**src/rtl/obj_sched_if.sv**
```systemverilog
// Object-table write channel and glyph-memory read port between obj_sched and its host.
interface obj_sched_if #(
    parameter int GAW = 8
);
    logic           wr_valid;
    logic           wr_ready;
    logic [2:0]     wr_idx;
    logic           wr_en_obj;
    logic [9:0]     wr_x_start;
    logic [9:0]     wr_x_end;
    logic [9:0]     wr_y_start;
    logic [9:0]     wr_y_end;
    logic [1:0]     wr_mode;
    logic [23:0]    wr_color;
    logic [GAW-1:0] wr_gaddr;
    logic           gmem_rd;
    logic [GAW-1:0] gmem_addr;
    logic [63:0]    gmem_data;

    modport master (
        output wr_valid, wr_idx, wr_en_obj, wr_x_start, wr_x_end, wr_y_start, wr_y_end,
        output wr_mode, wr_color, wr_gaddr, gmem_data,
        input  wr_ready, gmem_rd, gmem_addr
    );

    modport slave (
        input  wr_valid, wr_idx, wr_en_obj, wr_x_start, wr_x_end, wr_y_start, wr_y_end,
        input  wr_mode, wr_color, wr_gaddr, gmem_data,
        output wr_ready, gmem_rd, gmem_addr
    );
endinterface

```
**src/rtl/obj_sched.sv**
```systemverilog
// Object table with per-pixel lowest-index hit selection and a vblank glyph fetch engine.
// Optional build macro SHADOW_TABLE_EN: writes land in a shadow table copied to the live table at the fetch trigger.
module obj_sched #(
    parameter int NUM_OBJ  = 8,
    parameter int GAW      = 8,
    parameter int V_ACTIVE = 480
) (
    input  logic        clk,
    input  logic        reset,
    input  logic [9:0]  hcount,
    input  logic [9:0]  vcount,
    input  logic        bright,
    obj_sched_if.slave  bus,
    output logic        obj_hit,
    output logic [1:0]  obj_mode,
    output logic [9:0]  obj_x_start,
    output logic [9:0]  obj_x_end,
    output logic [9:0]  obj_y_start,
    output logic [9:0]  obj_y_end,
    output logic [23:0] obj_color,
    output logic [63:0] obj_glyph,
    output logic        fetch_done
);

    localparam int         IW         = (NUM_OBJ > 1) ? $clog2(NUM_OBJ) : 1;
    localparam logic [1:0] MODE_GLYPH = 2'b01;

    typedef struct packed {
        logic           en;
        logic [9:0]     x_start;
        logic [9:0]     x_end;
        logic [9:0]     y_start;
        logic [9:0]     y_end;
        logic [1:0]     mode;
        logic [23:0]    color;
        logic [GAW-1:0] gaddr;
    } entry_t;

    typedef enum logic [1:0] {
        IDLE = 2'd0,
        RD   = 2'd1,
        CAP  = 2'd2
    } state_t;

    state_t         state_q, state_d;
    logic [IW-1:0]  idx_q, idx_d;

    entry_t         live_q  [NUM_OBJ];
    logic [63:0]    glyph_q [NUM_OBJ];
`ifdef SHADOW_TABLE_EN
    entry_t         shadow_q [NUM_OBJ];
`endif

    entry_t         wr_entry;
    logic           wr_fire;
    logic           trigger;
    logic           last;
    logic           cur_fetch;

    logic           ready_c;
    logic           rd_c;
    logic [GAW-1:0] addr_c;
    logic           done_c;
    logic           cap_c;

    logic [NUM_OBJ-1:0] hit_vec;
    logic           obj_hit_q,     obj_hit_d;
    logic [1:0]     obj_mode_q,    obj_mode_d;
    logic [9:0]     obj_x_start_q, obj_x_start_d;
    logic [9:0]     obj_x_end_q,   obj_x_end_d;
    logic [9:0]     obj_y_start_q, obj_y_start_d;
    logic [9:0]     obj_y_end_q,   obj_y_end_d;
    logic [23:0]    obj_color_q,   obj_color_d;
    logic [63:0]    obj_glyph_q,   obj_glyph_d;

    assign wr_entry = '{
        en:      bus.wr_en_obj,
        x_start: bus.wr_x_start,
        x_end:   bus.wr_x_end,
        y_start: bus.wr_y_start,
        y_end:   bus.wr_y_end,
        mode:    bus.wr_mode,
        color:   bus.wr_color,
        gaddr:   bus.wr_gaddr
    };

    assign wr_fire   = bus.wr_valid && ready_c;
    assign trigger   = (state_q == IDLE) && (hcount == 10'd0) && (vcount == 10'(V_ACTIVE));
    assign last      = (idx_q == IW'(NUM_OBJ - 1));
    assign cur_fetch = live_q[idx_q].en && (live_q[idx_q].mode == MODE_GLYPH);

    // ---- fetch FSM: state register ----
    always_ff @(posedge clk) begin
        if (reset) begin
            state_q <= IDLE;
            idx_q   <= '0;
        end else begin
            state_q <= state_d;
            idx_q   <= idx_d;
        end
    end

    // ---- fetch FSM: next state ----
    always_comb begin
        state_d = state_q;
        idx_d   = idx_q;
        unique case (state_q)
            IDLE: begin
                if (trigger) begin
                    state_d = RD;
                    idx_d   = '0;
                end
            end
            RD: begin
                if (cur_fetch) begin
                    state_d = CAP;
                end else if (last) begin
                    state_d = IDLE;
                end else begin
                    idx_d = idx_q + IW'(1);
                end
            end
            CAP: begin
                if (last) begin
                    state_d = IDLE;
                end else begin
                    state_d = RD;
                    idx_d   = idx_q + IW'(1);
                end
            end
            default: state_d = IDLE;
        endcase
    end

    // ---- fetch FSM: outputs (reset squashes any in-flight read or capture) ----
    always_comb begin
`ifdef SHADOW_TABLE_EN
        ready_c = 1'b1;
`else
        ready_c = (state_q == IDLE);
`endif
        rd_c   = 1'b0;
        addr_c = '0;
        done_c = 1'b0;
        cap_c  = 1'b0;
        unique case (state_q)
            RD: begin
                if (cur_fetch) begin
                    rd_c   = 1'b1;
                    addr_c = live_q[idx_q].gaddr;
                end else if (last) begin
                    done_c = 1'b1;
                end
            end
            CAP: begin
                cap_c  = 1'b1;
                done_c = last;
            end
            default: ;
        endcase
        if (reset) begin
            rd_c   = 1'b0;
            addr_c = '0;
            done_c = 1'b0;
            cap_c  = 1'b0;
        end
    end

    assign bus.wr_ready  = ready_c;
    assign bus.gmem_rd   = rd_c;
    assign bus.gmem_addr = addr_c;
    assign fetch_done    = done_c;

    // ---- object table and glyph store ----
    always_ff @(posedge clk) begin
        if (reset) begin
            for (int i = 0; i < NUM_OBJ; i++) begin
                live_q[i]   <= '0;
                glyph_q[i]  <= '0;
`ifdef SHADOW_TABLE_EN
                shadow_q[i] <= '0;
`endif
            end
        end else begin
            for (int i = 0; i < NUM_OBJ; i++) begin
`ifdef SHADOW_TABLE_EN
                // The trigger-cycle write is merged into the copy so that fetch sees it.
                if (wr_fire && (int'(bus.wr_idx) == i)) begin
                    shadow_q[i] <= wr_entry;
                end
                if (trigger) begin
                    live_q[i] <= (wr_fire && (int'(bus.wr_idx) == i)) ? wr_entry : shadow_q[i];
                end
`else
                if (wr_fire && (int'(bus.wr_idx) == i)) begin
                    live_q[i] <= wr_entry;
                end
`endif
                if (cap_c && (int'(idx_q) == i)) begin
                    glyph_q[i] <= bus.gmem_data;
                end
            end
        end
    end

    // ---- pixel hit test and priority select ----
    always_comb begin
        hit_vec = '0;
        for (int i = 0; i < NUM_OBJ; i++) begin
            hit_vec[i] = live_q[i].en && bright &&
                         (live_q[i].y_start <= vcount) && (vcount < live_q[i].y_end) &&
                         (live_q[i].x_start <= hcount) && (hcount < live_q[i].x_end);
        end
    end

    always_comb begin
        obj_hit_d     = 1'b0;
        obj_mode_d    = '0;
        obj_x_start_d = '0;
        obj_x_end_d   = '0;
        obj_y_start_d = '0;
        obj_y_end_d   = '0;
        obj_color_d   = '0;
        obj_glyph_d   = '0;
        // Walking downward lets the lowest hitting index overwrite the rest.
        for (int i = NUM_OBJ - 1; i >= 0; i--) begin
            if (hit_vec[i]) begin
                obj_hit_d     = 1'b1;
                obj_mode_d    = live_q[i].mode;
                obj_x_start_d = live_q[i].x_start;
                obj_x_end_d   = live_q[i].x_end;
                obj_y_start_d = live_q[i].y_start;
                obj_y_end_d   = live_q[i].y_end;
                obj_color_d   = live_q[i].color;
                obj_glyph_d   = glyph_q[i];
            end
        end
    end

    // ---- registered pixel outputs ----
    always_ff @(posedge clk) begin
        if (reset) begin
            obj_hit_q     <= 1'b0;
            obj_mode_q    <= '0;
            obj_x_start_q <= '0;
            obj_x_end_q   <= '0;
            obj_y_start_q <= '0;
            obj_y_end_q   <= '0;
            obj_color_q   <= '0;
            obj_glyph_q   <= '0;
        end else begin
            obj_hit_q     <= obj_hit_d;
            obj_mode_q    <= obj_mode_d;
            obj_x_start_q <= obj_x_start_d;
            obj_x_end_q   <= obj_x_end_d;
            obj_y_start_q <= obj_y_start_d;
            obj_y_end_q   <= obj_y_end_d;
            obj_color_q   <= obj_color_d;
            obj_glyph_q   <= obj_glyph_d;
        end
    end

    assign obj_hit     = obj_hit_q;
    assign obj_mode    = obj_mode_q;
    assign obj_x_start = obj_x_start_q;
    assign obj_x_end   = obj_x_end_q;
    assign obj_y_start = obj_y_start_q;
    assign obj_y_end   = obj_y_end_q;
    assign obj_color   = obj_color_q;
    assign obj_glyph   = obj_glyph_q;

endmodule
```
**src/flat_wrapper.sv**
```systemverilog
// flat-port wrapper written by rule: the top's interface ports become plain ports
module obj_sched_flat 
#(
    parameter int NUM_OBJ  = 8,
    parameter int GAW      = 8,
    parameter int V_ACTIVE = 480
)
  (clk, reset, hcount, vcount, bright, obj_hit, obj_mode, obj_x_start, obj_x_end, obj_y_start, obj_y_end, obj_color, obj_glyph, fetch_done, bus_wr_valid, bus_wr_idx, bus_wr_en_obj, bus_wr_x_start, bus_wr_x_end, bus_wr_y_start, bus_wr_y_end, bus_wr_mode, bus_wr_color, bus_wr_gaddr, bus_gmem_data, bus_wr_ready, bus_gmem_rd, bus_gmem_addr);
  obj_sched_if #(.GAW(GAW)) bus_i ();
  input  logic clk;
  input  logic reset;
  input  logic [9:0] hcount;
  input  logic [9:0] vcount;
  input  logic bright;
  output logic obj_hit;
  output logic [1:0] obj_mode;
  output logic [9:0] obj_x_start;
  output logic [9:0] obj_x_end;
  output logic [9:0] obj_y_start;
  output logic [9:0] obj_y_end;
  output logic [23:0] obj_color;
  output logic [63:0] obj_glyph;
  output logic fetch_done;
  input wire logic [$bits(bus_i.wr_valid)-1:0] bus_wr_valid;
  input wire logic [$bits(bus_i.wr_idx)-1:0] bus_wr_idx;
  input wire logic [$bits(bus_i.wr_en_obj)-1:0] bus_wr_en_obj;
  input wire logic [$bits(bus_i.wr_x_start)-1:0] bus_wr_x_start;
  input wire logic [$bits(bus_i.wr_x_end)-1:0] bus_wr_x_end;
  input wire logic [$bits(bus_i.wr_y_start)-1:0] bus_wr_y_start;
  input wire logic [$bits(bus_i.wr_y_end)-1:0] bus_wr_y_end;
  input wire logic [$bits(bus_i.wr_mode)-1:0] bus_wr_mode;
  input wire logic [$bits(bus_i.wr_color)-1:0] bus_wr_color;
  input wire logic [$bits(bus_i.wr_gaddr)-1:0] bus_wr_gaddr;
  input wire logic [$bits(bus_i.gmem_data)-1:0] bus_gmem_data;
  output wire logic [$bits(bus_i.wr_ready)-1:0] bus_wr_ready;
  output wire logic [$bits(bus_i.gmem_rd)-1:0] bus_gmem_rd;
  output wire logic [$bits(bus_i.gmem_addr)-1:0] bus_gmem_addr;
  assign bus_i.wr_valid = bus_wr_valid;
  assign bus_i.wr_idx = bus_wr_idx;
  assign bus_i.wr_en_obj = bus_wr_en_obj;
  assign bus_i.wr_x_start = bus_wr_x_start;
  assign bus_i.wr_x_end = bus_wr_x_end;
  assign bus_i.wr_y_start = bus_wr_y_start;
  assign bus_i.wr_y_end = bus_wr_y_end;
  assign bus_i.wr_mode = bus_wr_mode;
  assign bus_i.wr_color = bus_wr_color;
  assign bus_i.wr_gaddr = bus_wr_gaddr;
  assign bus_i.gmem_data = bus_gmem_data;
  assign bus_wr_ready = bus_i.wr_ready;
  assign bus_gmem_rd = bus_i.gmem_rd;
  assign bus_gmem_addr = bus_i.gmem_addr;
  obj_sched #(.NUM_OBJ(NUM_OBJ), .GAW(GAW), .V_ACTIVE(V_ACTIVE)) u_core (.clk(clk), .reset(reset), .hcount(hcount), .vcount(vcount), .bright(bright), .bus(bus_i), .obj_hit(obj_hit), .obj_mode(obj_mode), .obj_x_start(obj_x_start), .obj_x_end(obj_x_end), .obj_y_start(obj_y_start), .obj_y_end(obj_y_end), .obj_color(obj_color), .obj_glyph(obj_glyph), .fetch_done(fetch_done));
endmodule
```
**config.mk**
```make
export PLATFORM = sky130hd
export DESIGN_NAME = obj_sched_flat
export DESIGN_NICKNAME = d
export VERILOG_FILES = /design/src/rtl/obj_sched_if.sv /design/src/rtl/obj_sched.sv /design/src/flat_wrapper.sv
export SDC_FILE = /design/constraint.sdc
export NUM_CORES = 2
export LEC_CHECK = 0
export ABC_AREA = 1
export BUFFER_PORTS_ARGS = -buffer_cell sky130_fd_sc_hd__buf_2
export CORE_MARGIN = 4
export CORE_UTILIZATION = 45
export DETAILED_ROUTE_END_ITERATION = 8
export GPL_ROUTABILITY_DRIVEN = 0
export PLACE_DENSITY = 0.71
export SLEW_MARGIN = 20
export SYNTH_ARGS = -nofsm -noshare
export SYNTH_HDL_FRONTEND = slang
export SYNTH_SLANG_ARGS = --single-unit
```
**constraint.sdc**
```tcl
create_clock -name clk -period 6.72 [get_ports clk]
set_input_delay 0.336 -clock clk [delete_from_list [all_inputs] [get_ports clk]]
set_output_delay 0.336 -clock clk [all_outputs]
set_load 0.01 [all_outputs]
```
==> flow_metrics.env <==
export IMPL_synthFlopType="edfxtp_1"
export IMPL_synth_area_mux_share_pct=0
export IMPL_met1_length_um=82400
export IMPL_crit_fanout=21
export IMPL_instances_no_fill=9154
export IMPL_rr_endpoint="u_core.obj_glyph[23]"
export IMPL_rsz0062_at_grt="no"
export IMPL_dr_pass1_iters=8
export IMPL_pre_cts_ws_ps=2210
export IMPL_layout_commonest_cell="nor2_1"
export IMPL_ys_seq_area_share_pct=57.0
export IMPL_finalClockSkew_ps=32.1
export IMPL_ys_warn_count=0
export IMPL_clkPwrFrac_pct=39.4
export IMPL_cts_resized=0
export IMPL_p_leak_nw=32.0
export IMPL_internal_power_mw=14.1
export IMPL_synthSimpleGateAreaFrac_pct=23.5
export IMPL_numPortBuffers=307
export IMPL_p_seq_share_pct=48.0
export IMPL_die_height_um=384
export IMPL_routed_wl_um=211000
export IMPL_final_max_slew_violation_count=0
export IMPL_drive_gt1_share_pct=8.97
export IMPL_cp_start_kind="register"
export IMPL_max_slew_margin_pct=18.4
export IMPL_synth_cells=6930
export IMPL_numCtsBuffers=137
export IMPL_drtAntennaViolNets=0
export IMPL_synth_compound_area_share_pct=5.77
export IMPL_endpoint_kind="output port"
export IMPL_initial_core_util_pct=45.4
export IMPL_finalWorstPathRequiredPeriod_ps=4570
export IMPL_async_flop_share_pct=0
export IMPL_final_area_um2=72200
export IMPL_max_freq_ghz=0.219
export IMPL_rr_worst_depth=19
export IMPL_grt_pass1_vias=50722
export IMPL_core_area_um2=140000
export IMPL_grt_antenna_before_repair=13
export IMPL_clkLatencyLatePin_ps=790
export IMPL_fin_crit_sh_pct=68.0
export IMPL_switching_power_mw=5.15
export IMPL_routed_top_layer="met5"
export IMPL_cts_buffer_depth=3
export IMPL_yosysTopAreaCellShare_pct=52.6
export IMPL_arrival_ps=4240
export IMPL_rrSetupSlack_ps=2410
export IMPL_placed_area_um2=66600
export IMPL_dp_cells=8784
export IMPL_synth_xor_area_share_pct=0
export IMPL_critical_path_class="reg2out"
export IMPL_syn_avg_cell_area_um2=9.16
export IMPL_synth_top_family_by_area="simple AND/OR/NAND/NOR gates"
export IMPL_synth_nets=7408
export IMPL_ys_seq_elements=1251
export IMPL_critical_path_endpoint="bus_gmem_addr[2]"
export IMPL_status="finished clean"
export IMPL_p_sw_share_pct=26.7
export IMPL_irDropWorstVdd_v=0.000189
export IMPL_htreeDepth=4
export IMPL_required_ps=6380
export IMPL_synthAdderAreaFrac_pct=6.15
export IMPL_hpwl_um=121000
export IMPL_pwr_density_cell_nw_per_um2=267
export IMPL_drtIter0Drc=6465
export IMPL_final_hold_viol_count=0
export IMPL_setup_viol_count_final=0
export IMPL_dieArea_um2=147000
export IMPL_final_cell_mix="nor2_1 (1681), edfxtp_1 (1112), nand2_1 (1048)"
export IMPL_area_growth_pct=13.7
export IMPL_ys_top_cells_by_area="edfxtp_1 (53%), nor2_1 (10%), nand2_1 (6.3%)"
export IMPL_synth_edf_count=1112
export IMPL_hold_class="in2reg"
export IMPL_drc_errors=0
export IMPL_max_cap_viol_count=0
export IMPL_setup_slack_ps=2150
export IMPL_io_pins=308
export IMPL_cts_clk_slew_worst_paths_ps=60
export IMPL_rr_startpoint="u_core.live_q[6][39]"
export IMPL_num_rows=137
export IMPL_cts_tree="done"
export IMPL_wl_per_cell_um=23.1
export IMPL_grt_overflow=0
export IMPL_yosysTopAreaCell="edfxtp_1"
export IMPL_p_comb_share_pct=12.6
export IMPL_layout_nets=7641
export IMPL_worst_pin_slew_ps=1220
export IMPL_grt_pass1_wl_um=313000
export IMPL_synth_distinct_cells=52
export IMPL_vias=51814
export IMPL_clock_sinks=1251
export IMPL_grt_max_degree=170
export IMPL_synthesis_area_um2=63500
export IMPL_viasPerCell=5.66
export IMPL_die_w_um=384
export IMPL_met2WireLength_um=93300
export IMPL_wl_met3_um=25500
export IMPL_grtUsageTotal_pct=28.1
export IMPL_cts_root_buf="clkbuf_16"
-- kinds of logic (layout without fill, tap and decap cells) --
group | after synthesis | after routing
AOI/OAI and AO/OA | 620 | 620
adders and majority gates | 312 | 312
buffers and inverters | 1212 | 1554
DFF | 1251 | 1251
other | 0 | 6
and+or+nand+nor | 3535 | 3535
-- worst max-delay path: stages (launching register included) --
cell and delay (ps):
dfxtp_1 320, buf_4 310, inv_1 500, o311ai_0 560
nand3_1 190, a21oi_1 220, inv_1 110, nor2_1 570
inv_1 310, nor2_1 180, buf_2 160
-- sequential cells by signal, indices dropped and copies added, names as in the netlist, named ones only --
name / cells
u_core.live_q: 600
u_core.glyph_q: 512
u_core.obj_glyph: 64
u_core.obj_color: 24
u_core.obj_x_end: 10
u_core.obj_x_start: 10
u_core.obj_y_end: 10
u_core.obj_y_start: 10
u_core.idx_q: 3
u_core.obj_mode: 2
u_core.state_q: 2
u_core.obj_hit: 1
-- worst min-delay path by stage --
stage                      startpoint  depth (start not counted)                      to  slack, ps
floorplan             u_core.idx_q[2]                          2                register        490
global placement    u_core.state_q[1]                          2       u_core.state_q[1]        520
detailed placement  u_core.state_q[0]                          2       u_core.state_q[0]        540
CTS                 bus_gmem_data[16]                          3   u_core.glyph_q[0][80]        0.1
global route        bus_gmem_data[16]                          3  u_core.glyph_q[0][208]         20
finish              bus_gmem_data[16]                          3   u_core.glyph_q[1][16]         40
-- power groups by stage --
stage	Clock, mW	Combinational (mW)	Sequential, mW
2_1_floorplan	0	1.38	9.36
3_3_place_gp	0	2.26	9.38
6_report	7.60	2.43	9.24
4_1_cts	7.64	2.38	9.23
3_5_place_dp	0	2.31	9.39
5_1_grt	7.98	2.63	9.27
-- layout make-up --
class | instances | area, um2
clock buffers | 198 | 3800
clock inverters | 50 | 621
multi-input cells | 4467 | 22800
repair buffers | 491 | 3310
well taps | 1876 | 2350
flip-flops and latches | 1251 | 36200
inverters | 815 | 3070
diodes | 6 | 15.0
fillers | 12521 | 67700
-- synthesized netlist by cell type (3+ instances only) --
| library cell | number |
|---|---|
| buf_1 | 26 |
| ha_1 | 312 |
| buf_4 | 8 |
| o21ai_0 | 36 |
| nand3b_1 | 220 |
| nor4_1 | 7 |
| o32ai_1 | 8 |
| o211ai_2 | 12 |
| nor3_1 | 25 |
| a21o_1 | 8 |
| nand3_1 | 459 |
| o2111ai_1 | 3 |
| inv_2 | 3 |
| a211oi_1 | 7 |
| nand2_1 | 1072 |
| nor2_1 | 1683 |
| nand4_1 | 32 |
| o211ai_1 | 97 |
| inv_1 | 810 |
| o31ai_1 | 8 |
| o21ai_1 | 8 |
| a31oi_1 | 4 |
| or2_2 | 25 |
| o21a_1 | 12 |
| dfxtp_1 | 139 |
| nor3_2 | 3 |
| buf_2 | 172 |
| clkbuf_1 | 189 |
| a21oi_1 | 395 |
| o21bai_1 | 8 |
| edfxtp_1 | 1112 |
-- metal layers --
| metal | GRT usage, % | up-vias |
|---|---|---|
| met5 | 0 | - |
| met4 | 12.6 | 6 |
| met3 | 6.38 | 576 |
| met2 | 43.6 | 3246 |
| met1 | 37.7 | 24694 |
| li1 | - | 23292 |
-- through the flow --
stage	TNS, ps	power, mW	hold slack, ps	util [%]
4_1_cts	0	19.3	0.0960	51.6
3_3_place_gp	0	11.6	519	47.6
6_report	0	19.3	36.0	51.6
5_1_grt	0	19.9	19.2	51.6
3_5_place_dp	0	11.7	545	47.6
2_1_floorplan	-385	10.7	490	-
-- repair_timing --
item / 4_1_cts / 5_1_grt
buffers inserted: 0 / 0
endpoints found under the hold margin: 616 / 0
hold buffers: 116 / 0
Power figures use the tool's default switching activity.
